File: src/rtl/mem_port_arbiter.sv
// Shares one single-ported, fixed-latency memory between instruction fetch and data
// memory. Data has priority; a starvation counter forces a fetch grant after a run of data wins.
module mem_port_arbiter #(
  parameter int ADDR_WIDTH   = 10,
  parameter int DATA_WIDTH   = 32,
  parameter int MEM_LATENCY  = 2,
  parameter int STARVE_LIMIT = 4
) (
  input  logic                  clk,
  input  logic                  rst,
  input  logic                  if_req_i,
  input  logic [ADDR_WIDTH-1:0] if_addr_i,
  output logic [DATA_WIDTH-1:0] if_rdata_o,
  output logic                  if_ack_o,
  input  logic                  dm_req_i,
  input  logic                  dm_we_i,
  input  logic [ADDR_WIDTH-1:0] dm_addr_i,
  input  logic [DATA_WIDTH-1:0] dm_wdata_i,
  output logic [DATA_WIDTH-1:0] dm_rdata_o,
  output logic                  dm_ack_o,
  output logic                  mem_en_o,
  output logic                  mem_we_o,
  output logic [ADDR_WIDTH-1:0] mem_addr_o,
  output logic [DATA_WIDTH-1:0] mem_wdata_o,
  input  logic [DATA_WIDTH-1:0] mem_rdata_i,
  output logic                  stall_o
);

  // state | meaning
  // IDLE  | no transaction; arbitrate and latch the winner
  // ISSUE | one-cycle memory strobe with latched address/we/wdata
  // WAIT  | count down the fixed memory latency, capture read data at zero
  // RESP  | one-cycle ack to the owner; requests not sampled
  typedef enum logic [1:0] {IDLE, ISSUE, WAIT, RESP} state_e;

  localparam logic [3:0] LATENCY4 = 4'(MEM_LATENCY);
  localparam logic [3:0] LIMIT4   = 4'(STARVE_LIMIT);

  state_e                state_q, state_d;
  logic                  owner_dm_q, owner_dm_d;
  logic                  we_q, we_d;
  logic [ADDR_WIDTH-1:0] addr_q, addr_d;
  logic [DATA_WIDTH-1:0] wdata_q, wdata_d;
  logic [3:0]            wait_cnt_q, wait_cnt_d;
  logic [3:0]            starve_cnt_q, starve_cnt_d;
  logic [DATA_WIDTH-1:0] if_rdata_q, if_rdata_d;
  logic [DATA_WIDTH-1:0] dm_rdata_q, dm_rdata_d;
  logic                  grant_dm;

  always_ff @(posedge clk) begin
    if (rst) begin
      state_q      <= IDLE;
      owner_dm_q   <= 1'b0;
      we_q         <= 1'b0;
      addr_q       <= '0;
      wdata_q      <= '0;
      wait_cnt_q   <= '0;
      starve_cnt_q <= '0;
      if_rdata_q   <= '0;
      dm_rdata_q   <= '0;
    end else begin
      state_q      <= state_d;
      owner_dm_q   <= owner_dm_d;
      we_q         <= we_d;
      addr_q       <= addr_d;
      wdata_q      <= wdata_d;
      wait_cnt_q   <= wait_cnt_d;
      starve_cnt_q <= starve_cnt_d;
      if_rdata_q   <= if_rdata_d;
      dm_rdata_q   <= dm_rdata_d;
    end
  end

  always_comb begin
    state_d      = state_q;
    owner_dm_d   = owner_dm_q;
    we_d         = we_q;
    addr_d       = addr_q;
    wdata_d      = wdata_q;
    wait_cnt_d   = wait_cnt_q;
    starve_cnt_d = starve_cnt_q;
    if_rdata_d   = if_rdata_q;
    dm_rdata_d   = dm_rdata_q;
    grant_dm     = dm_req_i && !(if_req_i && (starve_cnt_q == LIMIT4));
    case (state_q)
      IDLE: begin
        if (if_req_i || dm_req_i) begin
          state_d    = ISSUE;
          owner_dm_d = grant_dm;
          if (grant_dm) begin
            addr_d  = dm_addr_i;
            we_d    = dm_we_i;
            wdata_d = dm_wdata_i;
            if (if_req_i)
              starve_cnt_d = (starve_cnt_q == LIMIT4) ? starve_cnt_q : starve_cnt_q + 4'd1;
            else
              starve_cnt_d = '0;
          end else begin
            addr_d       = if_addr_i;
            we_d         = 1'b0;
            starve_cnt_d = '0;
          end
        end
      end
      ISSUE: begin
        wait_cnt_d = LATENCY4;
        state_d    = WAIT;
      end
      WAIT: begin
        wait_cnt_d = wait_cnt_q - 4'd1;
        // Counter hits zero this cycle: mem_rdata is valid now.
        if (wait_cnt_q == 4'd1) begin
          state_d = RESP;
          if (!owner_dm_q)
            if_rdata_d = mem_rdata_i;
          else if (!we_q)
            dm_rdata_d = mem_rdata_i;
        end
      end
      RESP: state_d = IDLE;
      default: state_d = IDLE;
    endcase
  end

  assign mem_en_o    = (state_q == ISSUE);
  assign mem_we_o    = (state_q == ISSUE) && owner_dm_q && we_q;
  assign mem_addr_o  = addr_q;
  assign mem_wdata_o = wdata_q;
  assign if_ack_o    = (state_q == RESP) && !owner_dm_q;
  assign dm_ack_o    = (state_q == RESP) && owner_dm_q;
  assign if_rdata_o  = if_rdata_q;
  assign dm_rdata_o  = dm_rdata_q;
  assign stall_o     = (if_req_i && !if_ack_o) || (dm_req_i && !dm_ack_o);

endmodule

File: config.mk
export PLATFORM = sky130hd
export DESIGN_NAME = mem_port_arbiter
export DESIGN_NICKNAME = d
export VERILOG_FILES = /design/src/rtl/mem_port_arbiter.sv
export SDC_FILE = /design/constraint.sdc
export NUM_CORES = 1
export LEC_CHECK = 0
export BUFFER_PORTS_ARGS = -buffer_cell sky130_fd_sc_hd__buf_2
export CAP_MARGIN = 30
export CORE_AREA = 3 3 103 105
export DETAILED_ROUTE_END_ITERATION = 10
export DIE_AREA = 0 0 106 108
export GPL_TIMING_DRIVEN = 0
export PLACE_DENSITY = 0.78
export SYNTH_ARGS = -nofsm -noshare
export SYNTH_HDL_FRONTEND = slang
export SYNTH_SLANG_ARGS = --single-unit
export TNS_END_PERCENT = 20
File: constraint.sdc
create_clock -name clk -period 2.15 [get_ports clk]
set_input_delay 0.3225 -clock clk [delete_from_list [all_inputs] [get_ports clk]]
set_output_delay 0.3225 -clock clk [all_outputs]
set_load 0.01 [all_outputs]
-- After elaboration in Yosys (flattened, before gate mapping)
Cells that the tools add are included.
- add/subtract/negate cells: 2
- multipliers: 0
- divide/modulo/power cells: 0
- magnitude comparators: 0
- equal/unequal tests: 8
- shift-type cells: 0
- multiplexer cells: 9
- bitwise logic cells: 2
- reduce and logical (&&, ||, !) cells: 22
- operators with widths (cell ; count):
    two-way mux 4 bit ; 3
    two-way mux 10 bit ; 1
    AND reduction 3 bit ; 3
    logical AND 1 bit ; 8
    one-hot mux 2 bit (4 select lines) ; 1
    one-hot mux 4 bit (2 select lines) ; 1
    adder 4 x 1 -> 4 bit (second input constant) ; 1
    equality test 2 bit (second input constant) ; 2
    equality test 4 x 1 -> 1 bit (second input constant) ; 1
    equality test 4 x 3 -> 1 bit (second input constant) ; 1
    logical NOT 1 bit ; 4
    two-way mux 2 bit ; 2
    inequality test 2 bit (second input constant) ; 2
    AND reduction 2 bit ; 2
    AND reduction 4 bit ; 1
    subtractor 4 x 1 -> 4 bit (second input constant) ; 1
    inequality test 3 bit (second input constant) ; 1
    equality test 2 x 1 -> 1 bit (second input constant) ; 1
    logical NOT 2 bit ; 1
    logical OR 1 bit ; 2
    inverter 1 bit ; 2
    nonzero test 2 bit ; 1
    two-way mux 1 bit ; 1
- register bits after elaboration: 118
- bits in latches: 0
- RAM bits: 0
- ROM bits: 0
- input bits: 89
- output and inout bits: 111
- word-level logic and storage cells: 52
- memories: 0

-- Logic depth before layout (Yosys ltp)
- depth after elaboration: 6
- depth in mapped cells: 9
- gate-level depth less buffers: 6

-- Worst setup path after synthesis
No wires, ideal clock.
- kind: reg-to-reg
- from: register state_q[0]
- to: register dm_rdata_q[12], in the netlist dm_rdata_o[12]
- setup time: 0.140 ns
- arrival time: 1.499 ns
- required time: 2.010 ns
- setup slack: 0.510 ns
- cell stages (with the launch flop): 10
- buffers on the path: 3
- period minus slack after synthesis: 1.640 ns
- cell sequence: dfxtp_1 > inv_1 > ha_1 > buf_4 > and4bb_1 > and3b_1 > buf_4 > buf_6 > nand2_1 > a21oi_2
- cells in the longest elaborated chain, start to end: 2
- RTL lines (item ; RTL line ; text):
    start: declaration ; 39 ; state_e state_q, state_d;
    start signal: assignment ; 62 ; state_q <= state_d;
    equality test 2 bit ; 85 ; case (state_q)
    AND reduction 4 bit (no line) ; -- ;
    end signal: assignment ; 70 ; dm_rdata_q <= dm_rdata_d;
    end: declaration ; 47 ; logic [DATA_WIDTH-1:0] dm_rdata_q, dm_rdata_d;
Every way passes these cells.
A chain may end at the register's enable or synchronous reset.

-- Final worst setup path
- from: register owner_dm_q
- to: output stall_o
- cells in the longest elaborated chain, start to end: 5
- elaborated cells between the ends (all ways): 8
- those cells by class: reduce/logical (8)
- RTL lines (item ; RTL line ; text):
    start: declaration ; 40 ; logic owner_dm_q, owner_dm_d;
    start signal: assignment ; 63 ; owner_dm_q <= owner_dm_d;
    logical NOT 1 bit ; 129 ; assign if_ack_o = (state_q == RESP) && !owner_dm_q;
    logical AND 1 bit ; 129 ;
    logical NOT 1 bit ; 133 ; assign stall_o = (if_req_i && !if_ack_o) || (dm_req_i && !dm_ack_o);
    logical AND 1 bit ; 133 ;
    logical OR 1 bit * ; 133 ;
    end: declaration ; 26 ; output logic stall_o
Mark *: on every way between the ends. The rest lies on a longest branch, timed or not.

==> run_results.csv <==
group,metric,value,unit
run_status,status,"completed",
yosys,syn_area,0.00457,mm2
routing,drtPass1Iterations,5,
placement,place_congestion,0.848,
job,cap_violations,0,
critical_path,reg2reg_slack,0.29,ns
yosys,synth_top_cell_area_share,0.517,
critical_path,crit_required,1.83,ns
clock_network,htreeDepth,4,
sta,fin_skew,0.0110,ns
clock_network,clock_sinks,118,
routing,wl,12800,um
yosys,synth_seq_cells,118,
final_layout,area_growth,36.1,%
sta,final.setup.tns,0,ns
final_layout,nNetsFinal,878,
final_layout,drive_gt1_frac,0.336,
yosys,synthFlopType,"dfxtp_1",
yosys,synth_cell_types,33,
grt,grt.total_usage,0.222,
grt,grt-ovfl-total,0,
sta,relSlewSlack,0.549,
critical_path,reg2reg_from,"state_q[0]",
clock_network,cts_root_buf,"clkbuf_8",
critical_path,cp-start-kind,"flip-flop",
final_layout,diodes,0,
routing,vias,4521,
sta,rsz0062_at_grt,"no",
placement,numPortBuffers,197,
critical_path,endpoint_kind,"primary output",
clock_network,clk_pin_slew,0.05,ns
yosys,ys_seq_area_frac,0.517,
final_layout,fin_area,0.00622,mm2
grt,grt_start_max_net_pins,17,
sta,report.final.slew_viol_count,0,
min_path,worstHoldEndpoint,"mem_wdata_o[12]",
yosys,async_flop_share,0,
critical_path,path_class,"flip-flop to primary output",
placement,place_area,0.00572,mm2
yosys,syn_nets,662,
yosys,synth_most_common_cell,"nand2_1",
power,peakVddDrop,650,uV
floorplanning,ios,200,
placement,dpl.hpwl,9650,um
clock_network,cts_tree,"built",
clock_network,cts_made_buffers,17,
sta,worst_pin_slew,0.676,ns
floorplanning,coreArea,0.00973,mm2
yosys,synth-edff-count,0,
grt,grt_pass1_vias,4362,
yosys,synth_common_cells,"208 x nand2_1, 118 x dfxtp_1, 101 x a21oi_1, 22 x nor2_1, 14 x clkbuf_1",
grt,grt_pass1_wl,20500,um
clock_network,cts-resized-gates,0,
power,leakage,2.82,nW
floorplanning,die_x,106,um
final_layout,final_util,0.639,
critical_path,worstPathMaxFanout,9,
min_path,min_from,"dm_wdata_i[12]",
sta,hold_viol,0,
grt,antenna_found_initial,0,
yosys,postSynthAreaPerCell,8.09,um2
power,powerDensity,991,mW/mm2
floorplanning,dieArea,0.0114,mm2
yosys,netlist_instances,565,
floorplanning,row_count,36,
sta,setup_viol,0,
routing,wl_per_cell,13.9,um
clock_network,cts_hold_buffers,0,
min_path,holdPathStages,3,
critical_path,worstPathArrival,1.61,ns
min_path,hold_path.class,"input port to flip-flop",
yosys,synth_area_leaders,"dfxtp_1 52%, nand2_1 17%, a21oi_1 11%",
routing,drt_iter0_drc,269,
critical_path,rr_worst_depth,8,
floorplanning,start_util,0.470,
critical_path,critical_path.reg2reg.endpoint,"dm_rdata_o[27]",
routing,drc,0,
clock_network,post_cts_buffers,0,
sta,fmax,518,MHz
clock_network,clock_path_buffers,2,
sta,finalCritPeriodShare,0.898,
yosys,synth_warnings,0,
sta,fin_crit,1.93,ns
yosys,yosys.area.top_type,"dfxtp_1",
floorplanning,die_h,108,um
clock_network,clk_latency,0.50,ns
routing,vias_per_cell,4.90,
routing,ant_nets,0,
## cells by family (layout without fill, tap and decap cells)
family,after synthesis,in the layout,synth area share
flip-flops,118,118,0.517
adder cells (fa/ha/maj),8,8,0.0219
multiplexers,3,3,0.00657
AO/OA/AOI/OAI,133,133,0.165
buffers and inverters,48,272,0.0624
AND/OR/NAND/NOR,255,255,0.227
## worst max path at each step
stage | startpoint | endpoint | depth (start not counted)
final | owner_dm_q | stall_o | 4
after global routing | owner_dm_q | stall_o | 4
after CTS | owner_dm_q | stall_o | 4
after detailed placement | state_q[0] | dm_rdata_o[27] | 8
after global placement | state_q[0] | dm_rdata_o[21] | 8
after floorplan | state_q[0] | dm_rdata_o[12] | 9
## layer usage
metal | GRT usage | wire length, um | vias up
li1 | - | - | 2280
met4 | 0.0944 | 233 | 0
met2 | 0.376 | 6360 | 167
met3 | 0.0567 | 802 | 22
met1 | 0.270 | 5420 | 2052
met5 | 0 | 0 | -
## worst max-delay path: stages (launching register included)
cell,delay (ns)
dfxtp_1,0.30
clkbuf_1,0.30
mux2i_1,0.25
a21oi_1,0.11
buf_2,0.15
## where the power goes
group          leakage (nW)  internal (mW)  switching [mW]
combinational          1.61          0.507           0.771
sequential            0.959           2.40           0.119
clock                 0.257           1.49           0.883
total                  2.82           4.39            1.77
## placed cells by master (no fill, tap or decap), drive strengths merged, types with 2 or more instances in the layout
master / count
ha: 8
dfxtp: 118
o21ai: 4
nor2b: 3
a22oi: 3
buf: 223
nor2: 22
a211oi: 10
nand3: 4
mux2i: 3
and2: 5
clkbuf: 36
nand4b: 2
nand2: 208
inv: 7
nand2b: 2
clkinv: 6
a21oi: 113
nor3: 2
## per-stage QoR
| step | std cells | worst slack [ns] | hold slack, ns | total power, mW |
|---|---|---|---|---|
| 4_1_cts | 922 | 0.161 | 0.0262 | 6.23 |
| 3_5_place_dp | 895 | 0.302 | 0.444 | 3.84 |
| 3_3_place_gp | 895 | 0.379 | 0.439 | 3.78 |
| 5_1_grt | 922 | 0.101 | 0.0392 | 6.52 |
| 2_1_floorplan | 565 | 0.511 | 0.444 | 3.36 |
| 6_report | 922 | 0.220 | 0.0576 | 6.17 |
## sequential cells by signal, indices dropped and copies added (netlist names)
name	cells
dm_rdata_o	32
if_rdata_o	32
mem_wdata_o	32
mem_addr_o	10
starve_cnt_q	4
wait_cnt_q	4
state_q	2
owner_dm_q	1
we_q	1
## layout make-up
cell class	count	area (um2)
fill	881	3510
sequential	118	2360
multi-input combinational	399	1920
timing repair buffer	197	986
clock buffer	21	469
buffer	41	259
tap	133	166
clock inverter	6	30.0
inverter	7	26.3
Power figures use the tool's default switching activity.
